$ cat config.mk
export PLATFORM = sky130hd
export DESIGN_NAME = if_fetch_unit
export DESIGN_NICKNAME = d
export VERILOG_FILES = /design/src/rtl/if_fetch_unit_pkg.sv /design/src/rtl/if_fetch_unit_hold_buf.sv /design/src/rtl/if_fetch_unit.sv
export SDC_FILE = /design/constraint.sdc
export NUM_CORES = 1
export LEC_CHECK = 0
export ABC_CLOCK_PERIOD_IN_PS = 5600
export BUFFER_PORTS_ARGS = -buffer_cell sky130_fd_sc_hd__buf_2
export CELL_PAD_IN_SITES_DETAIL_PLACEMENT = 0
export CELL_PAD_IN_SITES_GLOBAL_PLACEMENT = 1
export CORE_MARGIN = 2
export CORE_UTILIZATION = 43
export DETAILED_ROUTE_END_ITERATION = 10
export MAX_ROUTING_LAYER = met4
export PLACE_DENSITY = 0.8
export SLEW_MARGIN = 20
export SYNTH_ARGS = -nofsm -noshare
export SYNTH_HDL_FRONTEND = slang
export SYNTH_SLANG_ARGS = --single-unit
$ cat constraint.sdc
create_clock -name clk -period 5.6 [get_ports clk]
set_input_delay 0.56 -clock clk [delete_from_list [all_inputs] [get_ports clk]]
set_output_delay 0.56 -clock clk [all_outputs]
set_load 0.02 [all_outputs]
$ cat src/rtl/if_fetch_unit_pkg.sv
// Shared types and helpers for the instruction-fetch stage.
package if_fetch_unit_pkg;

    localparam int ADDR_W = 32;
    localparam int INST_W = 32;
    localparam logic [INST_W-1:0] ZERO_WORD = '0;

    typedef enum logic [1:0] {
        IF_IDLE = 2'b00,
        IF_REQ  = 2'b01,
        IF_HOLD = 2'b10
    } if_state_e;

    function automatic logic [ADDR_W-1:0] word_align(input logic [ADDR_W-1:0] addr);
        return {addr[ADDR_W-1:2], 2'b00};
    endfunction

endpackage

$ cat src/rtl/if_fetch_unit_hold_buf.sv
// One-entry pc+inst holding register that parks a fetched word while decode is stalled.
module if_hold_buf
    import if_fetch_unit_pkg::*;
(
    input  logic              clk,
    input  logic              rst,
    input  logic              load,
    input  logic              clear,
    input  logic [ADDR_W-1:0] load_pc,
    input  logic [INST_W-1:0] load_inst,
    output logic              valid,
    output logic [ADDR_W-1:0] pc,
    output logic [INST_W-1:0] inst
);

    always_ff @(posedge clk) begin
        if (rst) begin
            valid <= 1'b0;
        end else if (load) begin
            valid <= 1'b1;
        end else if (clear) begin
            valid <= 1'b0;
        end
    end

    // Payload carries no control meaning on its own, so it is left out of reset.
    always_ff @(posedge clk) begin
        if (load) begin
            pc   <= load_pc;
            inst <= load_inst;
        end
    end

endmodule

$ cat src/rtl/if_fetch_unit.sv
// Instruction-fetch stage: PC ownership, imem req/ack handshake, single-delay-slot
// redirect handling and a registered pc/inst/valid interface toward decode.
module if_fetch_unit
    import if_fetch_unit_pkg::*;
#(
    parameter logic [ADDR_W-1:0] RESET_PC = 32'h0000_0000
) (
    input  logic              clk,
    input  logic              rst,
    input  logic              stall_id_i,
    input  logic              branch_flag_i,
    input  logic [ADDR_W-1:0] branch_target_address_i,
    output logic              imem_req_o,
    output logic [ADDR_W-1:0] imem_addr_o,
    input  logic              imem_ack_i,
    input  logic [INST_W-1:0] imem_rdata_i,
    output logic [ADDR_W-1:0] id_pc_o,
    output logic [INST_W-1:0] id_inst_o,
    output logic              id_valid_o
);

    if_state_e         state;
    logic [ADDR_W-1:0] pc;
    logic [ADDR_W-1:0] redir_target;
    logic              redir_pending;

    logic              id_accept;
    logic              redir_accept;
    logic [ADDR_W-1:0] redir_pc;
    logic [ADDR_W-1:0] next_pc;
    logic              buf_load;
    logic              buf_clear;
    logic              buf_valid;
    logic [ADDR_W-1:0] buf_pc;
    logic [INST_W-1:0] buf_inst;

    assign id_accept    = !stall_id_i || !id_valid_o;
    assign redir_accept = branch_flag_i && id_valid_o && !stall_id_i;

    // A pending target wins: a branch sitting in a delay slot must not override it.
    assign redir_pc = redir_pending ? redir_target : word_align(branch_target_address_i);
    assign next_pc  = (redir_pending || redir_accept) ? redir_pc : pc + 32'd4;

    assign buf_load  = (state == IF_REQ) && imem_ack_i && !id_accept;
    assign buf_clear = (state == IF_HOLD) && id_accept;

    assign imem_req_o  = (state == IF_REQ);
    assign imem_addr_o = pc;

    if_hold_buf u_hold_buf (
        .clk       (clk),
        .rst       (rst),
        .load      (buf_load),
        .clear     (buf_clear),
        .load_pc   (pc),
        .load_inst (imem_rdata_i),
        .valid     (buf_valid),
        .pc        (buf_pc),
        .inst      (buf_inst)
    );

    always_ff @(posedge clk) begin
        if (rst) begin
            state         <= IF_IDLE;
            pc            <= RESET_PC;
            redir_pending <= 1'b0;
            id_valid_o    <= 1'b0;
            id_inst_o     <= ZERO_WORD;
            id_pc_o       <= '0;
        end else begin
            case (state)
                IF_IDLE: begin
                    state <= IF_REQ;
                end
                IF_REQ: begin
                    if (imem_ack_i) begin
                        pc            <= next_pc;
                        redir_pending <= 1'b0;
                        if (id_accept) begin
                            id_pc_o    <= pc;
                            id_inst_o  <= imem_rdata_i;
                            id_valid_o <= 1'b1;
                        end else begin
                            state <= IF_HOLD;
                        end
                    end else begin
                        // Delay-slot word still outstanding: remember where to go after it.
                        if (redir_accept && !redir_pending) begin
                            redir_pending <= 1'b1;
                            redir_target  <= word_align(branch_target_address_i);
                        end
                        if (id_accept) begin
                            id_valid_o <= 1'b0;
                            id_inst_o  <= ZERO_WORD;
                        end
                    end
                end
                IF_HOLD: begin
                    if (id_accept) begin
                        if (buf_valid) begin
                            id_pc_o    <= buf_pc;
                            id_inst_o  <= buf_inst;
                            id_valid_o <= 1'b1;
                        end
                        // Buffer already holds the delay slot and pc is unrequested.
                        if (redir_accept) begin
                            pc <= redir_pc;
                        end
                        state <= IF_REQ;
                    end
                end
                default: begin
                    state <= IF_IDLE;
                end
            endcase
        end
    end

endmodule

* After elaboration in Yosys (flattened, before gate mapping) *
Cells that the tools add are included.

operators by class
  mux-type cells = 31
  equality and inequality tests = 8
  bitwise gates (word level) = 2
  reduce and logical (&&, ||, !) cells = 22
  add/subtract/negate cells = 1

operators with widths
  cell                     number
  $mux W32                 14
  $pmux W32 S2             3
  $add A32 B3 Y32 const B  1
  $reduce_and A4 Y1        3
  $mux W1                  9
  $logic_and A1 B1 Y1      6
  $mux W2                  3
  $ne A2 B1 Y1 const B     3
  $ne A2 B2 Y1 const B     3
  $pmux W2 S3              1
  $reduce_bool A2 Y1       3
  $reduce_and A5 Y1        1
  $logic_not A1 Y1         4
  $reduce_and A3 Y1        1
  $eq A2 B1 Y1 const B     1
  $eq A2 B2 Y1 const B     1
  $logic_not A2 Y1         1
  $logic_or A1 B1 Y1       2
  $not A1 Y1               2
  $pmux W1 S2              1
  $reduce_and A2 Y1        1

storage, ports and cells
  register bits = 195

* Logic depth before layout (Yosys ltp) *
  depth after elaboration = 6
  depth in mapped cells = 10
  mapped depth without buffers = 7

* Cells and area by module *
Synthesis repeated with hierarchy kept, for this count alone.

second synthesis, totals
  cell total of the unflattened synthesis = 741
  area total of the unflattened synthesis = 8,099.0 um2

by module, submodules not included
  module         area an instance (um2)  sequential area each (um2)  instances  cells each
  if_fetch_unit  6,138.4                 2,862.7                     1          673
  if_hold_buf    1,960.6                 1,941.9                     1          68

* Worst setup path after synthesis *
No wires, ideal clock.

  path kind = flip-flop to flip-flop
  start = register state[1]
  end = register redir_target[10], enable pin
  stages on the path, launching flop included = 6
  arrival = 3,864 ps
  data required time = 5,104 ps
  path buffers = 1
  setup slack = 1,241 ps
  period minus slack after synthesis = 4,359 ps
  cell sequence = dfxtp_1 -> inv_1 -> ha_1 -> clkbuf_1 -> nand2_1 -> nor4_1

on the way
  longest elaborated chain between the ends = 2

RTL lines
  what                         line                 source
  from (decl)                  if_fetch_unit.sv:22  if_state_e state;
  from (signal assigned)       if_fetch_unit.sv:64  state <= IF_IDLE;
  from (signal assigned)       if_fetch_unit.sv:73  state <= IF_REQ;
  from (signal assigned)       if_fetch_unit.sv:84  state <= IF_HOLD;
  $eq A2 B1 Y1                 -
  net imem_req_o               if_fetch_unit.sv:13  output logic imem_req_o,
  $reduce_and A4 Y1 (no line)  -
  to (signal assigned)         if_fetch_unit.sv:90  redir_target <= word_align(branch_target_address_i);
  to (decl)                    if_fetch_unit.sv:24  logic [ADDR_W-1:0] redir_target;

The timed path passes the listed nets, and every way through them passes these cells.
A chain may end at the register's enable or synchronous reset.

* Worst setup path in the final report *
  start = register state[0]
  end = register pc[15], in the netlist imem_addr_o[15]

on the way
  longest elaborated chain between the ends = 3
  elaborated cells on any way between the ends = 8
  classes of those cells = eq/ne (5); mux (1); reduce/logical (2)

RTL lines
  what                                                 line                  source
  $eq A2 B2 Y1 / $eq A2 B1 Y1 (equally long branches)  if_fetch_unit.sv:71   case (state)
  $ne A2 B2 Y1 (no line) (tied with other cells)       -
  $reduce_and A4 Y1 (no line)                          -
  to (signal assigned)                                 if_fetch_unit.sv:77   pc <= next_pc;
  to (signal assigned)                                 if_fetch_unit.sv:107  pc <= redir_pc;
  to (decl)                                            if_fetch_unit.sv:23   logic [ADDR_W-1:0] pc;

Several ways; a longest one is shown, not always the timed one.

==> results.py <==
metrics = {
    "synthesis": {
        "netlist_top_cells_count": "dfxtp_1 (97), edfxtp_1 (92), nor2_1 (89)",
        "synth_area_leaders": "edfxtp_1 (34%), dfxtp_1 (24%), mux2i_1 (7.6%)",
        "yosysTopAreaCell": "edfxtp_1",
        "synth_edf_count": 92,
        "ys_ff_latch": 189,
        "synth_top_area_share": 0.343,
        "synthesis.area_um2": 8060,
        "ys.warnings.count": 0,
        "synth_compound_area_frac": 0.164,
        "syn_avg_cell_area_um2": 11.1,
        "yosysSeqAreaShare": 0.584,
        "post_synth_num_cell_types": 54,
        "synthAdderAreaFrac": 0.00776,
        "synth_xor_xnor_area_share": 0,
        "synthCells": 726,
        "muxShareOfSynthArea": 0.0785,
        "synth.most_common_cell": "dfxtp_1",
        "synth-simple-area-share": 0.127,
        "synth_top_family_by_area": "compound AO/OA/AOI/OAI gates",
        "synthFlopType": "dfxtp_1",
        "async_flop_share": 0,
    },
    "timing": {
        "clock_skew_ns": 0.00785,
        "whs_ns": 0.312,
        "finalMaxSlewViolations": 0,
        "max_freq_mhz": 347,
        "finalSetupTns_ns": 0,
        "rsz0062_at_grt": "no",
        "period_needed_ns": 2.88,
        "final.setup.worst_slack_ns": 2.72,
        "maxSlewHeadroom": 0.310,
        "setup_viol": 0,
        "hold_violations": 0,
        "fin_crit_sh": 0.515,
        "tightestPinTransition_ns": 1.03,
    },
    "critical_path": {
        "worstPathCellList": "inv_1 -> ha_4 -> buf_4 -> inv_1 -> o211ai_1 -> buf_4 -> nor2_1 -> a311oi_1 -> nor3_1",
        "cp-start-kind": "flop",
        "crit_fanout": 75,
        "cp-end-kind": "flop",
        "reg2reg_depth": 9,
        "slowest_delay_ns": 0.78,
        "critPathArrivalTime_ns": 3.20,
        "r2r-start": "state[0]",
        "critPathKind": "reg -> reg",
        "rr_endpoint": "imem_addr_o[15]",
        "required_ns": 5.92,
        "slowest_stage": "buf_4",
        "r2r_slack_ns": 2.72,
    },
    "global_route": {
        "grt_pass1_wl_um": 30200,
        "track_usage": 0.197,
        "grt_pass1_vias": 5454,
        "antenna_found_initial": 0,
        "grt_max_degree": 76,
        "grt_overflow": 0,
    },
    "hold_path": {
        "min_path_cells": 1,
        "worstHoldStart": "branch_target_address_i[24]",
        "hp-class": "in -> reg",
        "hold_end": "redir_target[24]",
    },
    "placed_design": {
        "dp_cells": 1069,
        "placed_area_um2": 8960,
        "gp_congestion": 0.788,
        "dp_hpwl_um": 12300,
        "pre_cts_ws_ns": 2.73,
        "io_buffer_count": 160,
    },
    "route": {
        "drtAntennaViolNets": 0,
        "drt_iter0_drc": 446,
        "routed_via_density": 5.46,
        "wl_per_cell_um": 17.3,
        "firstDrtPassIters": 5,
        "route.vias.total": 6013,
        "drc_errors": 0,
        "wirelength_um": 19000,
    },
    "clock_network": {
        "clock_latency_ns": 0.43,
        "postCtsSetupBuffers": 0,
        "clock-root-buffer": "clkbuf_16",
        "cts.reportedPaths.clkPinSlew_ns": 0.07,
        "h-tree-depth": 4,
        "cts_tree": "yes",
        "post_cts_resized": 0,
        "cts_buffer_depth": 2,
        "cts_hold_buf": 0,
        "cts.sinks": 189,
        "cts_buffers": 17,
    },
    "final_layout": {
        "fin_util": 0.513,
        "fin_cells": 1101,
        "layout-drive-gt1-share": 0.257,
        "antenna_cells": 0,
        "nNetsFinal": 928,
        "synthToLayoutAreaGrowth_pct": 18.1,
        "final_area_um2": 9520,
    },
    "run_status": {
        "outcome": "completed",
    },
    "pwr": {
        "leakage_nw": 3.47,
        "powerDensity_nw_per_um2": 350,
        "ir_drop_v": 0.000218,
        "power_mw": 3.33,
    },
    "floorplanning": {
        "start_util": 0.434,
        "die_h_um": 141,
        "dieArea_um2": 19900,
        "core_um2": 18600,
        "pin_count": 167,
        "floorplan.die.width_um": 141,
        "row_count": 50,
    },
    "flow_run": {
        "maxCapViolations": 0,
    },
}
where the power goes:
part	leakage [nW]	switching, mW	internal [mW]
combinational	1.56	0.377	0.191
clock	0.265	0.547	0.601
sequential	1.64	0.0692	1.55
total	3.47	0.993	2.34
cell families (layout without fill, tap and decap cells):
group | after synthesis | in the layout
other cells | 1 | 4
simple gates | 205 | 205
mux | 63 | 63
flops | 189 | 189
compound gates | 195 | 195
fa+ha+maj | 5 | 5
buf+inv | 68 | 206
metal layers:
| metal | wire length (um) | part of all wire | vias up | global-route usage |
|---|---|---|---|---|
| met1 | 9330 | 0.49 | 2779 | 0.281 |
| met5 | 0 | 0 | - | - |
| li1 | - | - | 3017 | - |
| met4 | 275 | 0.014 | 0 | 0.0532 |
| met3 | 1040 | 0.054 | 24 | 0.0431 |
| met2 | 8370 | 0.44 | 193 | 0.285 |
layout by cell type, fill, tap and decap left out, types with 6 or more instances in the layout:
cell       synthesis  layout
buf_2              4     159
dfxtp_1           97      96
edfxtp_1          92      92
nor2_1            89      89
a211oi_1          67      67
mux2i_1           61      61
a21oi_1           41      41
a22oi_1           36      36
nand2_1           26      26
nor3_1            26      25
o21ai_0           18      18
clkbuf_16          0      18
nand3_1           16      16
buf_4              4       9
o22ai_1            7       7
nand4_1            7       7
a21o_1             6       6
nor4_1             7       6
a31oi_1            6       6
inv_6              0       6
area by class of cell:
class,count,area [um^2]
multi-input combinational,472,3080
sequential,189,4710
inverter,6,22.5
timing repair buffer,168,863
tap,234,293
clock inverter,14,106
fill,1693,9060
clock buffer,18,450
state kept, by name, indices dropped and copies added, names as in the netlist:
register / cells
id_inst_o: 32
u_hold_buf.inst: 32
id_pc_o: 30
imem_addr_o: 30
redir_target: 30
u_hold_buf.pc: 30
state: 2
id_valid_o: 1
redir_pending: 1
u_hold_buf.valid: 1
critical path: cells and delay by family, from the launching register on:
| kind | cells | cell delay [ns] |
|---|---|---|
| compound gates | 2 | 0.49 |
| simple gates | 2 | 0.23 |
| flops | 1 | 0.33 |
| buf+inv | 4 | 1.51 |
| fa+ha+maj | 1 | 0.16 |
worst max path at each step:
stage               depth (start not counted)  slack, ns  startpoint                to
detailed placement                          8       2.73    state[0]     id_inst_o[23]
floorplan                                   5       1.24    state[1]  redir_target[10]
global route                                8       2.46    state[0]       id_pc_o[24]
CTS                                         8       2.71    state[0]      id_inst_o[8]
global placement                            8       2.75    state[0]     id_inst_o[28]
finish                                      9       2.72    state[0]   imem_addr_o[15]
Note: power is estimated with default switching activity, not from simulation.
